==> config.mk <==
export PLATFORM = sky130hd
export DESIGN_NAME = mag_avg_multi_flat
export DESIGN_NICKNAME = d
export VERILOG_FILES = /design/src/rtl/mag_avg_pkg.sv /design/src/rtl/mag_avg_multi_if.sv /design/src/rtl/mag_avg_lane.sv /design/src/rtl/mag_avg_multi.sv /design/src/flat_wrapper.sv
export SDC_FILE = /design/constraint.sdc
export NUM_CORES = 1
export LEC_CHECK = 0
export ABC_AREA = 1
export ABC_CLOCK_PERIOD_IN_PS = 4900
export CORE_MARGIN = 2
export CORE_UTILIZATION = 42
export CTS_CLUSTER_SIZE = 10
export DETAILED_ROUTE_END_ITERATION = 12
export MAX_ROUTING_LAYER = met4
export PLACE_DENSITY_LB_ADDON = 0.08
export SETUP_SLACK_MARGIN = 0.05
export SYNTH_ARGS = -nofsm -noshare
export SYNTH_HDL_FRONTEND = slang
export SYNTH_SLANG_ARGS = --single-unit
==> constraint.sdc <==
create_clock -name clk -period 4.9 [get_ports clk]
set_clock_uncertainty 0.2 [all_clocks]
set_input_delay 1.47 -clock clk [delete_from_list [all_inputs] [get_ports clk]]
set_output_delay 1.47 -clock clk [all_outputs]
set_load 0.02 [all_outputs]
==> src/rtl/mag_avg_pkg.sv <==
`default_nettype none
// ============================================================================
// Module      : mag_avg_pkg
// Description : Shared types and width helpers for the multi-channel
//               magnitude averager.
// Revision    : 1.0 - initial release
// ============================================================================
package mag_avg_pkg;

    typedef enum logic {
        MODE_BLOCK = 1'b0,
        MODE_IIR   = 1'b1
    } mode_e;

    function automatic int acc_w(input int data_w, input int log2_len);
        return data_w + log2_len;
    endfunction

    function automatic int ch_w(input int channels);
        return (channels > 1) ? $clog2(channels) : 1;
    endfunction

endpackage
`default_nettype wire

==> src/rtl/mag_avg_multi_if.sv <==
`default_nettype none
// ============================================================================
// Module      : mag_avg_multi_if
// Description : Sample-in / result-out bundle of the multi-channel averager.
// Revision    : 1.0 - initial release
// ============================================================================
interface mag_avg_multi_if
    import mag_avg_pkg::*;
#(
    parameter int DATA_W   = 16,
    parameter int CHANNELS = 2
);
    localparam int CH_W = ch_w(CHANNELS);

    logic [DATA_W-1:0] amplitude;
    logic [CH_W-1:0]   chan;
    logic              next;
    logic              clear;
    logic              mode;
    logic [DATA_W-1:0] average;
    logic [DATA_W-1:0] max_val;
    logic [CH_W-1:0]   avg_chan;
    logic              avg_valid;
    logic              chan_err;

    modport master (
        output amplitude, chan, next, clear, mode,
        input  average, max_val, avg_chan, avg_valid, chan_err
    );

    modport slave (
        input  amplitude, chan, next, clear, mode,
        output average, max_val, avg_chan, avg_valid, chan_err
    );

endinterface
`default_nettype wire

==> src/rtl/mag_avg_lane.sv <==
`default_nettype none
// ============================================================================
// Module      : mag_avg_lane
// Description : Combinational per-sample update of one channel's accumulator,
//               counter and peak, plus block-result generation.
//               Define MAG_AVG_ROUND_EN for round-half-up results.
// Revision    : 1.0 - initial release
// ============================================================================
module mag_avg_lane
    import mag_avg_pkg::*;
#(
    parameter int DATA_W   = 16,
    parameter int LOG2_LEN = 8,
    parameter int ACC_W    = acc_w(DATA_W, LOG2_LEN)
) (
    input  wire logic [ACC_W-1:0]    i_acc,
    input  wire logic [LOG2_LEN-1:0] i_cnt,
    input  wire logic [DATA_W-1:0]   i_peak,
    input  wire logic [DATA_W-1:0]   i_x,
    input  wire mode_e               i_mode,
    output logic      [ACC_W-1:0]    o_acc,
    output logic      [LOG2_LEN-1:0] o_cnt,
    output logic      [DATA_W-1:0]   o_peak,
    output logic      [DATA_W-1:0]   o_max,
    output logic      [DATA_W-1:0]   o_avg,
    output logic                     o_wrap
);

    // One guard bit: acc + x may briefly exceed ACC_W before the IIR leak term.
    logic [ACC_W:0] w_sum;
    logic [ACC_W:0] w_acc_new;
    logic [ACC_W:0] w_rnd;
    logic           w_unused_bits;

    assign w_sum     = {1'b0, i_acc} + (ACC_W+1)'(i_x);
    assign w_acc_new = (i_mode == MODE_IIR) ? (w_sum - (ACC_W+1)'(i_acc >> LOG2_LEN)) : w_sum;

`ifdef MAG_AVG_ROUND_EN
    localparam logic [ACC_W:0] c_HALF = {{ACC_W{1'b0}}, 1'b1} << (LOG2_LEN-1);
    assign w_rnd = w_acc_new + c_HALF;
`else
    assign w_rnd = w_acc_new;
`endif

    assign o_wrap = &i_cnt;
    assign o_cnt  = i_cnt + LOG2_LEN'(1);
    assign o_max  = (i_x > i_peak) ? i_x : i_peak;
    assign o_peak = o_wrap ? '0 : o_max;
    assign o_avg  = w_rnd[LOG2_LEN +: DATA_W];

    // IIR state carries over block boundaries; block mean restarts from zero.
    assign o_acc  = (o_wrap && i_mode == MODE_BLOCK) ? '0 : w_acc_new[ACC_W-1:0];

    assign w_unused_bits = ^{w_rnd[ACC_W], w_rnd[LOG2_LEN-1:0], w_acc_new[ACC_W]};

endmodule
`default_nettype wire

==> src/rtl/mag_avg_multi.sv <==
`default_nettype none
// ============================================================================
// Module      : mag_avg_multi
// Description : Multi-channel block-mean / IIR magnitude averager with peak
//               hold. Define MAG_AVG_ROUND_EN for round-half-up results.
// Revision    : 1.0 - initial release
// ============================================================================
module mag_avg_multi
    import mag_avg_pkg::*;
#(
    parameter int DATA_W   = 16,
    parameter int LOG2_LEN = 8,
    parameter int CHANNELS = 2
) (
    input  wire logic       clk,
    input  wire logic       rst,
    mag_avg_multi_if.slave  avg_if
);

    localparam int CH_W  = ch_w(CHANNELS);
    localparam int ACC_W = acc_w(DATA_W, LOG2_LEN);

    logic [ACC_W-1:0]    r_acc  [CHANNELS];
    logic [LOG2_LEN-1:0] r_cnt  [CHANNELS];
    logic [DATA_W-1:0]   r_peak [CHANNELS];
    mode_e               r_mode;

    logic [DATA_W-1:0]   r_average;
    logic [DATA_W-1:0]   r_max_val;
    logic [CH_W-1:0]     r_avg_chan;
    logic                r_avg_valid;
    logic                r_chan_err;

    logic [ACC_W-1:0]    w_acc_sel;
    logic [LOG2_LEN-1:0] w_cnt_sel;
    logic [DATA_W-1:0]   w_peak_sel;
    logic                w_legal;
    logic                w_take;
    logic [ACC_W-1:0]    w_acc_nxt;
    logic [LOG2_LEN-1:0] w_cnt_nxt;
    logic [DATA_W-1:0]   w_peak_nxt;
    logic [DATA_W-1:0]   w_max;
    logic [DATA_W-1:0]   w_avg;
    logic                w_wrap;

    // Channel mux; an out-of-range index matches nothing and reads as illegal.
    always_comb begin
        w_acc_sel  = '0;
        w_cnt_sel  = '0;
        w_peak_sel = '0;
        w_legal    = 1'b0;
        for (int i = 0; i < CHANNELS; i++) begin
            if (avg_if.chan == CH_W'(i)) begin
                w_acc_sel  = r_acc[i];
                w_cnt_sel  = r_cnt[i];
                w_peak_sel = r_peak[i];
                w_legal    = 1'b1;
            end
        end
    end

    assign w_take = avg_if.next && !avg_if.clear && w_legal;

    mag_avg_lane #(
        .DATA_W   (DATA_W),
        .LOG2_LEN (LOG2_LEN),
        .ACC_W    (ACC_W)
    ) u_lane (
        .i_acc  (w_acc_sel),
        .i_cnt  (w_cnt_sel),
        .i_peak (w_peak_sel),
        .i_x    (avg_if.amplitude),
        .i_mode (r_mode),
        .o_acc  (w_acc_nxt),
        .o_cnt  (w_cnt_nxt),
        .o_peak (w_peak_nxt),
        .o_max  (w_max),
        .o_avg  (w_avg),
        .o_wrap (w_wrap)
    );

    always_ff @(posedge clk or negedge rst) begin
        if (!rst) begin
            r_mode <= MODE_BLOCK;
            for (int i = 0; i < CHANNELS; i++) begin
                r_acc[i]  <= '0;
                r_cnt[i]  <= '0;
                r_peak[i] <= '0;
            end
        end else if (avg_if.clear) begin
            r_mode <= mode_e'(avg_if.mode);
            for (int i = 0; i < CHANNELS; i++) begin
                r_acc[i]  <= '0;
                r_cnt[i]  <= '0;
                r_peak[i] <= '0;
            end
        end else if (w_take) begin
            for (int i = 0; i < CHANNELS; i++) begin
                if (avg_if.chan == CH_W'(i)) begin
                    r_acc[i]  <= w_acc_nxt;
                    r_cnt[i]  <= w_cnt_nxt;
                    r_peak[i] <= w_peak_nxt;
                end
            end
        end
    end

    always_ff @(posedge clk or negedge rst) begin
        if (!rst) begin
            r_average   <= '0;
            r_max_val   <= '0;
            r_avg_chan  <= '0;
            r_avg_valid <= 1'b0;
            r_chan_err  <= 1'b0;
        end else begin
            r_avg_valid <= w_take && w_wrap;
            r_chan_err  <= avg_if.next && !w_legal;
            if (w_take && w_wrap) begin
                r_average  <= w_avg;
                r_max_val  <= w_max;
                r_avg_chan <= avg_if.chan;
            end
        end
    end

    assign avg_if.average   = r_average;
    assign avg_if.max_val   = r_max_val;
    assign avg_if.avg_chan  = r_avg_chan;
    assign avg_if.avg_valid = r_avg_valid;
    assign avg_if.chan_err  = r_chan_err;

endmodule
`default_nettype wire

==> src/flat_wrapper.sv <==
// flat-port wrapper written by rule: the top's interface ports become plain ports
module mag_avg_multi_flat import mag_avg_pkg::*;
#(
    parameter int DATA_W   = 16,
    parameter int LOG2_LEN = 8,
    parameter int CHANNELS = 2
)
  (clk, rst, avg_if_amplitude, avg_if_chan, avg_if_next, avg_if_clear, avg_if_mode, avg_if_average, avg_if_max_val, avg_if_avg_chan, avg_if_avg_valid, avg_if_chan_err);
  mag_avg_multi_if #(.DATA_W(DATA_W), .CHANNELS(CHANNELS)) avg_if_i ();
  input  wire logic clk;
  input  wire logic rst;
  input wire logic [$bits(avg_if_i.amplitude)-1:0] avg_if_amplitude;
  input wire logic [$bits(avg_if_i.chan)-1:0] avg_if_chan;
  input wire logic [$bits(avg_if_i.next)-1:0] avg_if_next;
  input wire logic [$bits(avg_if_i.clear)-1:0] avg_if_clear;
  input wire logic [$bits(avg_if_i.mode)-1:0] avg_if_mode;
  output wire logic [$bits(avg_if_i.average)-1:0] avg_if_average;
  output wire logic [$bits(avg_if_i.max_val)-1:0] avg_if_max_val;
  output wire logic [$bits(avg_if_i.avg_chan)-1:0] avg_if_avg_chan;
  output wire logic [$bits(avg_if_i.avg_valid)-1:0] avg_if_avg_valid;
  output wire logic [$bits(avg_if_i.chan_err)-1:0] avg_if_chan_err;
  assign avg_if_i.amplitude = avg_if_amplitude;
  assign avg_if_i.chan = avg_if_chan;
  assign avg_if_i.next = avg_if_next;
  assign avg_if_i.clear = avg_if_clear;
  assign avg_if_i.mode = avg_if_mode;
  assign avg_if_average = avg_if_i.average;
  assign avg_if_max_val = avg_if_i.max_val;
  assign avg_if_avg_chan = avg_if_i.avg_chan;
  assign avg_if_avg_valid = avg_if_i.avg_valid;
  assign avg_if_chan_err = avg_if_i.chan_err;
  mag_avg_multi #(.DATA_W(DATA_W), .LOG2_LEN(LOG2_LEN), .CHANNELS(CHANNELS)) u_core (.clk(clk), .rst(rst), .avg_if(avg_if_i));
endmodule
[Word-level counts from Yosys, hierarchy flattened]
Index checks and enable logic that the tools add are counted.
Operators by class
  muxes and demuxes: 19
  $add $sub $neg: 3
  bitwise operators: 1
  magnitude comparators: 1
  reductions and logical operators: 9
  equality and inequality tests: 1
Operators by type and width (number)
  2-to-1 mux 24 bit: 5
  2-to-1 mux 16 bit: 7
  2-to-1 mux 48 bit: 2
  2-to-1 mux 32 bit: 2
  adder 24 x 16 -> 24 bit: 1
  2-to-1 mux 8 bit: 3
  subtractor 24 x 16 -> 24 bit: 1
  greater-than comparator 16 bit: 1
  adder 8 x 1 -> 8 bit (second input constant): 1
  AND reduction 8 bit: 1
  AND reduction 2 bit: 2
  nonzero test 2 bit: 2
  logical AND 1 bit: 3
  != test 2 x 1 -> 1 bit (second input constant): 1
  logical NOT 1 bit: 1
  NOT 1 bit: 1
Word-level totals
  flip-flop bits (word level): 131
  logic and storage cells: 45

[Depth between registers and ports, before layout]
Gate-level depths: netlist of the first run.
  word-level depth: 8
  depth in mapped cells: 30

[Cells and area by module]
Synthesis of the first run repeated with hierarchy kept, for this count alone.
Unflattened totals
  cell total of the unflattened synthesis: 1510
  area, all modules: 9806.9 um2
Modules (own cells, without submodules)
  mag_avg_multi: instances 1, area an instance 6287.3 um2, cells each 834, sequential area each 3278.1 um2
  mag_avg_lane: instances 1, area an instance 3519.6 um2, cells each 676, sequential area each 0.0 um2

[Least setup slack after synthesis of the first run]
OpenSTA, ideal clock, no wires.
  path type: input -> register
  from: input avg_if_chan
  to: register u_core.r_acc[23] in the netlist's numbering
  required time: 4582 ps
  arrival time: 5227 ps
  cell stages on the path: 28
  slack: -646 ps
  cell sequence: buf_6 -> buf_6 -> buf_4 -> clkbuf_1 -> clkbuf_1 -> nand2_1 -> o21ai_0 -> inv_1 -> ha_1 -> nand2_1 -> inv_1 -> nand2_1 -> nand2_1 -> nand2_1 -> nand2_1 -> or2_2 -> xnor2_1 -> inv_1 -> ha_1 -> nand2_1 -> nor2_1 -> nand3_1 -> o21ai_0 -> nand4_1 -> nand3_1 -> nand2_1 -> nand4_1 -> nand2_1
On the way
  longest elaborated chain between the ends: 8
  elaborated cells on any way between the ends: 13
  classes of those cells: 2 x add/sub; 7 x mux; 4 x reduce/logical
RTL lines
  start, declared: line flat_wrapper.sv:13  | input wire logic [$bits(avg_if_i.chan)-1:0] avg_if_chan;
  2-to-1 mux 24 bit: line mag_avg_multi.sv:53  | if (avg_if.chan == CH_W'(i)) begin
  adder 24 x 16 -> 24 bit: line mag_avg_lane.sv:35  | assign w_sum = {1'b0, i_acc} + (ACC_W+1)'(i_x);
  subtractor 24 x 16 -> 24 bit: line mag_avg_lane.sv:36  | assign w_acc_new = (i_mode == MODE_IIR) ? (w_sum - (ACC_W+1)'(i_acc >> LOG2_LEN)) : w_sum;
  2-to-1 mux 24 bit: line mag_avg_lane.sv:36
  2-to-1 mux 24 bit: line mag_avg_lane.sv:52  | assign o_acc = (o_wrap && i_mode == MODE_BLOCK) ? '0 : w_acc_new[ACC_W-1:0];
  2-to-1 mux 24 bit: line mag_avg_multi.sv:99  | if (avg_if.chan == CH_W'(i)) begin
  2-to-1 mux 48 bit: line mag_avg_multi.sv:97  | end else if (w_take) begin
  2-to-1 mux 48 bit: line mag_avg_multi.sv:90  | end else if (avg_if.clear) begin
  end signal, assigned by index: line mag_avg_multi.sv:100  | r_acc[i] <= w_acc_nxt;
  end, declared: line mag_avg_multi.sv:23  | logic [ACC_W-1:0] r_acc [CHANNELS];
Parallel ways exist; a longest one is shown, timed or not. The select of a mux whose other input is x is not followed.
A chain may end at the register's enable or synchronous reset.

[Worst setup path after layout of the first run]
  from: input avg_if_chan
  to: register u_core.r_acc[15] in the netlist's numbering
Same word-level chain as after synthesis.

==> run_results.csv, run 1 <==
group,metric,value,unit
status,status,"completed",
yosys,synth_largest_area_cell,"dfrtp_1",
power,ir_drop,0.467,mV
global_routing,grt_pass1_wl,44200,microns
timing,worst_slew_pin_slew,0.893,ns
route,wl,27100,microns
yosys,synth_seq_cells,131,
timing,setup_viol_count_final,0,
floorplan,die_x,148,microns
finish,final_area,0.0119,sq mm
power,internal-power,4110,uW
route,via_per_inst,5.05,
route,remaining_drc_errors,0,
power,switchingPower,3040,uW
placement,hpwl,20200,microns
floorplan,core,0.0203,sq mm
timing,relSlewSlack,0.405,
route,drt_iter0_markers,497,
floorplan,start_util,0.429,
yosys,syn_inst,1221,
yosys,synth_edf_count,0,
placement,io_buffers,55,
timing,fmax,208,MHz
power,clockPowerShare,0.178,
yosys,seq_area_frac_synth,0.377,
global_routing,grt_pass1_vias,8331,
cts,clockBufferDepth,2,
route,dr.pass1.iters,5,
worst_hold_path,whs_path_depth,2,
critical_path,arrival,4.96,ns
timing,hold_viol,0,
critical_path,critical_path_required,5.05,ns
cts,clk_latency,0.42,ns
timing,worst_slack,0.0959,ns
finish,fin_nets,1489,
yosys,synth_top_family_by_area,"simple AND/OR/NAND/NOR gates",
critical_path,cp-end-kind,"flip-flop",
placement,pre_cts_ws,-0.686,ns
finish,layout-drive-gt1-share,0.236,
finish,fin_util,0.589,
yosys,ys_top_cells_by_count,"nand2_1, dfrtp_1, inv_1, o21ai_0, nand3_1",
critical_path,r2r_cells,23,
cts,ctsHtreeMaxLevel,4,
global_routing,grt_max_degree,89,
yosys,synth_compound_area_frac,0.107,
timing,drv_slew,0,
route,antenna_left,0,
yosys,synth_area,0.00870,sq mm
timing,period_minus_slack,4.80,ns
timing,rsz0062_at_grt,"yes",
cts,cts_tree,"built",
cts,cts.sinks,131,
critical_path,worst-path-max-fanout,6,
run,max_cap_violations,0,
route,wire_per_inst,16.0,microns
yosys,muxShareOfSynthArea,0.0230,
placement,finalWeightedCongestion,1.00,
yosys,yosysMostFrequentCell,"nand2_1",
floorplan,num_io_pins,57,
finish,area_delta_synth_final,37.3,%
yosys,synth_top_area_frac,0.377,
yosys,syn_nets,1294,
floorplan,dieArea,0.0219,sq mm
power,p_leak,0.00605,uW
cts,numCtsBuffers,17,
timing,finalCritPeriodShare,0.980,
cts,cts-hold-fix-buffers,0,
global_routing,grt-ovfl-total,0,
floorplan,core.rowCount,52,
power,p_per_area,599,mW/mm^2
cts,cts_root_buf,"clkbuf_16",
yosys,yosysWarnings,0,
timing,setup_tns,0,ns
yosys,synth-xor-area-share,0.0242,
route,vias,8581,
power,p_sw_frac,0.425,
global_routing,global_route.usage.total,0.264,
floorplan,die_h,148,microns
power,p_seq_frac,0.199,
yosys,synth_adder_area_share,0.0751,
cts,clk_pin_slew,0.06,ns
yosys,synthSimpleGateAreaFrac,0.317,
global_routing,antenna_found_initial,0,
yosys,async_reset_ff_frac,1.00,
yosys,synth_ff_type,"dfrtp_1",
finish,diodes,0,
yosys,synth_area_leaders,"dfrtp_1, nand2_1, ha_1, o21ai_0, nand3_1",
power,power_frac_comb,0.622,
worst_hold_path,hp-class,"reg2reg",
critical_path,start_kind,"input pin",
yosys,avgSynthCellArea,7.13,sq um
critical_path,crit_type,"in2reg",
placement,post_dp_cell_area,0.0106,sq mm
yosys,synth_cell_type_count,38,
-- flip-flops by register name, indices dropped and copies added, names as in the netlist --
| name | count |
|---|---|
| u_core.avg_if.average | 16 |
| u_core.avg_if.avg_chan | 1 |
| u_core.r_acc | 48 |
| u_core.avg_if.max_val | 16 |
| u_core.avg_if.avg_valid | 1 |
| u_core.r_peak | 32 |
| u_core.r_cnt | 16 |
| u_core.r_mode | 1 |
-- logic make-up after synthesis --
kind of cell | count (synthesis)
adder cells (fa/ha/maj) | 51
multiplexers | 20
flip-flops | 131
XOR/XNOR | 24
AO/OA/AOI/OAI | 175
buffers and inverters | 166
AND/OR/NAND/NOR | 653
other | 1
-- power groups by stage --
stage          sequential (uW)  clock, uW  combinational (uW)
2_1_floorplan             1390          0                2070
3_3_place_gp              1430          0                3730
3_5_place_dp              1430          0                3740
4_1_cts                   1420       1290                3960
5_1_grt                   1450       1340                4900
6_report                  1430       1280                4450
-- cell usage in the layout (no fill, tap or decap), types with 24 or more instances in the layout --
| cell type | count |
|---|---|
| nand2_1 | 420 |
| buf_4 | 160 |
| dfrtp_1 | 131 |
| inv_1 | 109 |
| o21ai_0 | 88 |
| nand3_1 | 82 |
| clkdlybuf4s50_1 | 51 |
| nor2_1 | 46 |
| nand2_2 | 25 |
| o21ai_1 | 24 |
| ha_1 | 24 |
| ha_4 | 24 |
-- critical path: stages --
cell and delay, ns:
buf_8 0.09, clkinvlp_4 0.15, buf_6 0.17, or2_4 0.22, o21ai_2 0.07, buf_6 0.15, inv_4 0.04, ha_4 0.24
nand2_4 0.09, nor2_4 0.04, buf_6 0.11, nand2_2 0.06, nand2_2 0.05, or2_4 0.25, xnor2_4 0.19, inv_2 0.06
ha_4 0.26, a21oi_2 0.14, o21ai_1 0.08, a21oi_1 0.22, o21ai_2 0.11, o21ai_1 0.14, a21oi_1 0.06, nor2_1 0.17
buf_4 0.17, nand3_1 0.06, nand2_1 0.07
-- stage by stage --
stage	hold WS, ns	total power, uW	std cells
6_report	0.274	7160	1699
5_1_grt	0.300	7690	1699
4_1_cts	0.280	6670	1695
3_5_place_dp	0.263	5170	1654
3_3_place_gp	0.258	5170	1654
2_1_floorplan	0.242	3460	1221
-- path summary, 6_finish.rpt --
| path | startpoint | to | slack, ns |
|---|---|---|---|
| worst min-delay path | u_core.avg_if.average[5]$_DFFE_PN0P_ | u_core.avg_if.average[5]$_DFFE_PN0P_ | 0.27 |
| worst min register to register | u_core.avg_if.average[5]$_DFFE_PN0P_ | u_core.avg_if.average[5]$_DFFE_PN0P_ | 0.27 |
| worst max-delay path | avg_if_chan | u_core.r_acc[15]$_DFFE_PN0P_ | 0.1 |
| worst max register to register | u_core.r_acc[10]$_DFFE_PN0P_ | u_core.r_acc[15]$_DFFE_PN0P_ | 1.12 |
| max in group asynchronous | rst | u_core.r_acc[0]$_DFFE_PN0P_ | 2.78 |
| min in group asynchronous | rst | u_core.avg_if.max_val[5]$_DFFE_PN0P_ | 0.90 |
-- routing by layer --
| layer | vias up | wire length [microns] | share of wire | global-route usage |
|---|---|---|---|---|
| li1 | 4357 | - | - | - |
| met1 | 4006 | 12600 | 0.46 | 0.351 |
| met2 | 190 | 13100 | 0.48 | 0.434 |
| met3 | 28 | 1000 | 0.037 | 0.0296 |
| met4 | 0 | 511 | 0.019 | 0.0624 |
| met5 | - | 0 | 0 | - |
-- cell type report --
type	count	area [sq um]
Tap cell	270	338
Timing Repair Buffer	221	1840
Fill cell	1924	8350
Sequential cell	131	3280
Clock buffer	17	425
Inverter	121	460
Multi-Input combinational cell	924	5440
Clock inverter	15	164
-- timing repair --
item	CTS	global route
cloned	0	0
pin swaps	17	35
endpoints found under the setup margin	42	47
setup buffers	9	4
gates resized for setup	41	93
Power figures use the tool's default switching activity.
==> run 2, diff against run 1 <==
Settings changed: ABC_AREA 1 to 0, GPL_TIMING_DRIVEN set to 0.
==> run_results.csv, run 2 <==
group,metric,value,unit
finish,diodes,0,
global_routing,grt_max_degree,75,
route,wl,28100,microns
placement,post_dp_cell_area,0.00984,sq mm
floorplan,dieArea,0.0219,sq mm
placement,finalWeightedCongestion,0.945,
timing,period_minus_slack,5.93,ns
critical_path,start_kind,"input pin",
floorplan,core,0.0203,sq mm
yosys,synth_largest_area_cell,"dfrtp_1",
timing,worst_slew_pin_slew,0.954,ns
yosys,synth_area,0.00872,sq mm
yosys,seq_area_frac_synth,0.376,
global_routing,grt-ovfl-total,0,
critical_path,crit_start,"avg_if_chan",
finish,reg_top3,"u_core.r_acc: 48 flops, u_core.r_peak: 32 flops",
cts,cts_root_buf,"clkbuf_16",
cts,ctsHtreeMaxLevel,4,
global_routing,grt_pass1_vias,7603,
cts,clk_latency,0.43,ns
finish,layout_commonest_cell,"nand2_1",
global_routing,gr-usage-met3,0.0485,
critical_path,r2r_end,"u_core.r_acc[41]$_DFFE_PN0P_",
placement,pre_cts_ws,-3.23,ns
yosys,synth_seq_cells,131,
power,ir_drop,0.375,mV
critical_path,worst-path-max-fanout,6,
yosys,syn_inst,962,
route,via_per_inst,5.74,
placement,hpwl,19700,microns
critical_path,arrival,6.05,ns
route,drt_iter0_markers,566,
yosys,ys_top_cells_by_count,"nand2_1, dfrtp_1, o21ai_0, nor2_1, ha_1",
finish,regMostFlops,"u_core.r_acc",
floorplan,num_io_pins,57,
yosys,synth_top_area_frac,0.376,
yosys,async_reset_ff_frac,1.00,
run,max_cap_violations,0,
cts,numCtsBuffers,17,
finish,final_cell_mix,"nand2_1, dfrtp_1, o21ai_0, buf_4, clkdlybuf4s50_1",
critical_path,r2r_cells,20,
timing,worst_slack,-1.03,ns
status,status,"finished with violations",
timing,relSlewSlack,0.346,
critical_path,cp-end-kind,"flip-flop",
global_routing,busiest_layer,"met2",
floorplan,die_x,148,microns
critical_path,critical_path_required,5.03,ns
status,failed_checks,"setup timing",
finish,final_cells,1373,
finish,layout-drive-gt1-share,0.227,
yosys,synth_area_leaders,"dfrtp_1, ha_1, nand2_1, o21ai_0, mux2_2",
cts,cts.sinks,131,
timing,setup_viol_count_final,45,
route,dr.pass1.iters,5,
yosys,synth_ff_type,"dfrtp_1",
finish,fin_nets,1163,
route,vias,7875,
worst_hold_path,hp-class,"reg2reg",
placement,io_buffers,55,
timing,rsz0062_at_grt,"yes",
yosys,yosysMostFrequentCell,"nand2_1",
critical_path,r2r_slack,-0.08,ns
power,p_leak,0.00505,uW
cts,cts-hold-fix-buffers,0,
route,remaining_drc_errors,0,
timing,fmax,169,MHz
critical_path,crit_type,"in2reg",
yosys,yosysWarnings,0,
global_routing,antenna_found_initial,0,
floorplan,start_util,0.429,
floorplan,die_h,148,microns
yosys,synth_edf_count,0,
route,antenna_left,0,
timing,drv_slew,0,
global_routing,grt_pass1_wl,43400,microns
cts,clk_pin_slew,0.06,ns
critical_path,rr_startpoint,"u_core.r_acc[24]$_DFFE_PN0P_",
global_routing,globalRouteMet2Util,0.396,
critical_path,cp-endpoint,"u_core.r_acc[41]$_DFFE_PN0P_",
global_routing,grtUsageMet1,0.372,
timing,finalCritPeriodShare,1.21,
timing,hold_viol,0,
cts,cts_tree,"built",
placement,place_inst,1288,
yosys,synth_cell_type_count,77,
route,wire_per_inst,20.5,microns
power,p_per_area,668,mW/mm^2
finish,largest_reg_flops,48,
yosys,syn_nets,1035,
finish,final_area,0.0115,sq mm
cts,clockBufferDepth,2,
finish,area_delta_synth_final,31.4,%
finish,fill_cells,1842,
yosys,avgSynthCellArea,9.06,sq um
global_routing,global_route.usage.total,0.266,
floorplan,core.rowCount,52,
[run 2: cell types whose count changed in the layout (fill, tap and decap cells not counted), sizes merged, moves of 11 or more]
cell    delta
nand2    -299
buf       -97
inv       -80
nand3     -70
mux2      +37
clkbuf    +28
o21ai     -28
a21o      +15
o211ai    +14
o31ai     +14
nor2b     +13
nand2b    +11
xnor2     +11
[run 2: worst min-delay path by stage]
stage | slack, ns | cells after the start | end | start
after detailed placement | 0.26 | 2 | u_core.r_acc[26]$_DFFE_PN0P_ | u_core.r_acc[26]$_DFFE_PN0P_
after CTS | 0.27 | 2 | u_core.r_acc[26]$_DFFE_PN0P_ | u_core.r_acc[26]$_DFFE_PN0P_
after floorplan | 0.23 | 2 | u_core.r_acc[5]$_DFFE_PN0P_ | u_core.r_acc[5]$_DFFE_PN0P_
after global routing | 0.29 | 2 | u_core.r_acc[29]$_DFFE_PN0P_ | u_core.r_acc[29]$_DFFE_PN0P_
after global placement | 0.25 | 2 | u_core.r_acc[29]$_DFFE_PN0P_ | u_core.r_acc[29]$_DFFE_PN0P_
final | 0.27 | 2 | u_core.r_acc[29]$_DFFE_PN0P_ | u_core.r_acc[29]$_DFFE_PN0P_
[run 2: power by group]
group / switching [uW] / internal (uW)
sequential: 119 / 1250
combinational: 2640 / 2220
clock: 556 / 866
total: 3310 / 4340
[run 2: metrics by stage]
stage               setup TNS (ns)  total power (uW)  utilization  hold WS [ns]
global route                -35.55              8100        0.564         0.287
detailed placement         -204.67              4790        0.485         0.258
floorplan                   -55.73              3980            -         0.233
CTS                         -30.98              7210        0.554         0.272
finish                      -27.95              7650        0.564         0.274
global placement           -643.42              4780        0.483         0.248
[run 2: worst max-delay path: stages]
cell and delay, ns:
buf_12 0.12, buf_16 0.14, mux2_4 0.31, ha_4 0.16
inv_2 0.06, fa_2 0.21, and2b_2 0.24, o2111ai_4 0.22
a21boi_2 0.10, o21ai_2 0.17, nand2b_1 0.13, xor2_2 0.29
ha_4 0.26, and2_4 0.14, a221o_1 0.33, a221o_1 0.35
buf_6 0.14, nor4_4 0.22, a2111oi_4 0.09, or4_4 0.49
xor2_4 0.18, o31ai_2 0.24
[run 2: cell type report]
cell class / instances / area, sq um / area share
inverter: 44 / 165 / 0.0144
timing repair buffer: 113 / 1070 / 0.0936
multi-input combinational: 743 / 5730 / 0.500
tap: 270 / 338 / 0.0295
sequential: 131 / 3280 / 0.286
buffer: 40 / 224 / 0.0196
clock inverter: 15 / 218 / 0.0190
clock buffer: 17 / 425 / 0.0372
[run 2: what timing repair did]
| action | CTS | global route |
|---|---|---|
| gates cloned | 1 | 0 |
| resized for setup | 100 | 33 |
| pin swaps | 53 | 44 |
| buffers inserted | 42 | 15 |
| endpoints found under the setup margin | 110 | 77 |
[run 2: metal layers]
metal | wire length (microns) | vias to the layer above
met5 | 0 | -
met4 | 589 | 0
met3 | 1520 | 34
met2 | 12700 | 236
met1 | 13300 | 3870
li1 | - | 3735
[run 2: cells by family after synthesis]
group | count (synthesis) | share of synthesized area
buffers and inverters | 88 | 0.0415
flip-flops | 131 | 0.376
adder cells (fa/ha/maj) | 51 | 0.0749
XOR/XNOR | 40 | 0.0411
AO/OA/AOI/OAI | 263 | 0.208
multiplexers | 65 | 0.0799
AND/OR/NAND/NOR | 323 | 0.178
other | 1 | 0.000430
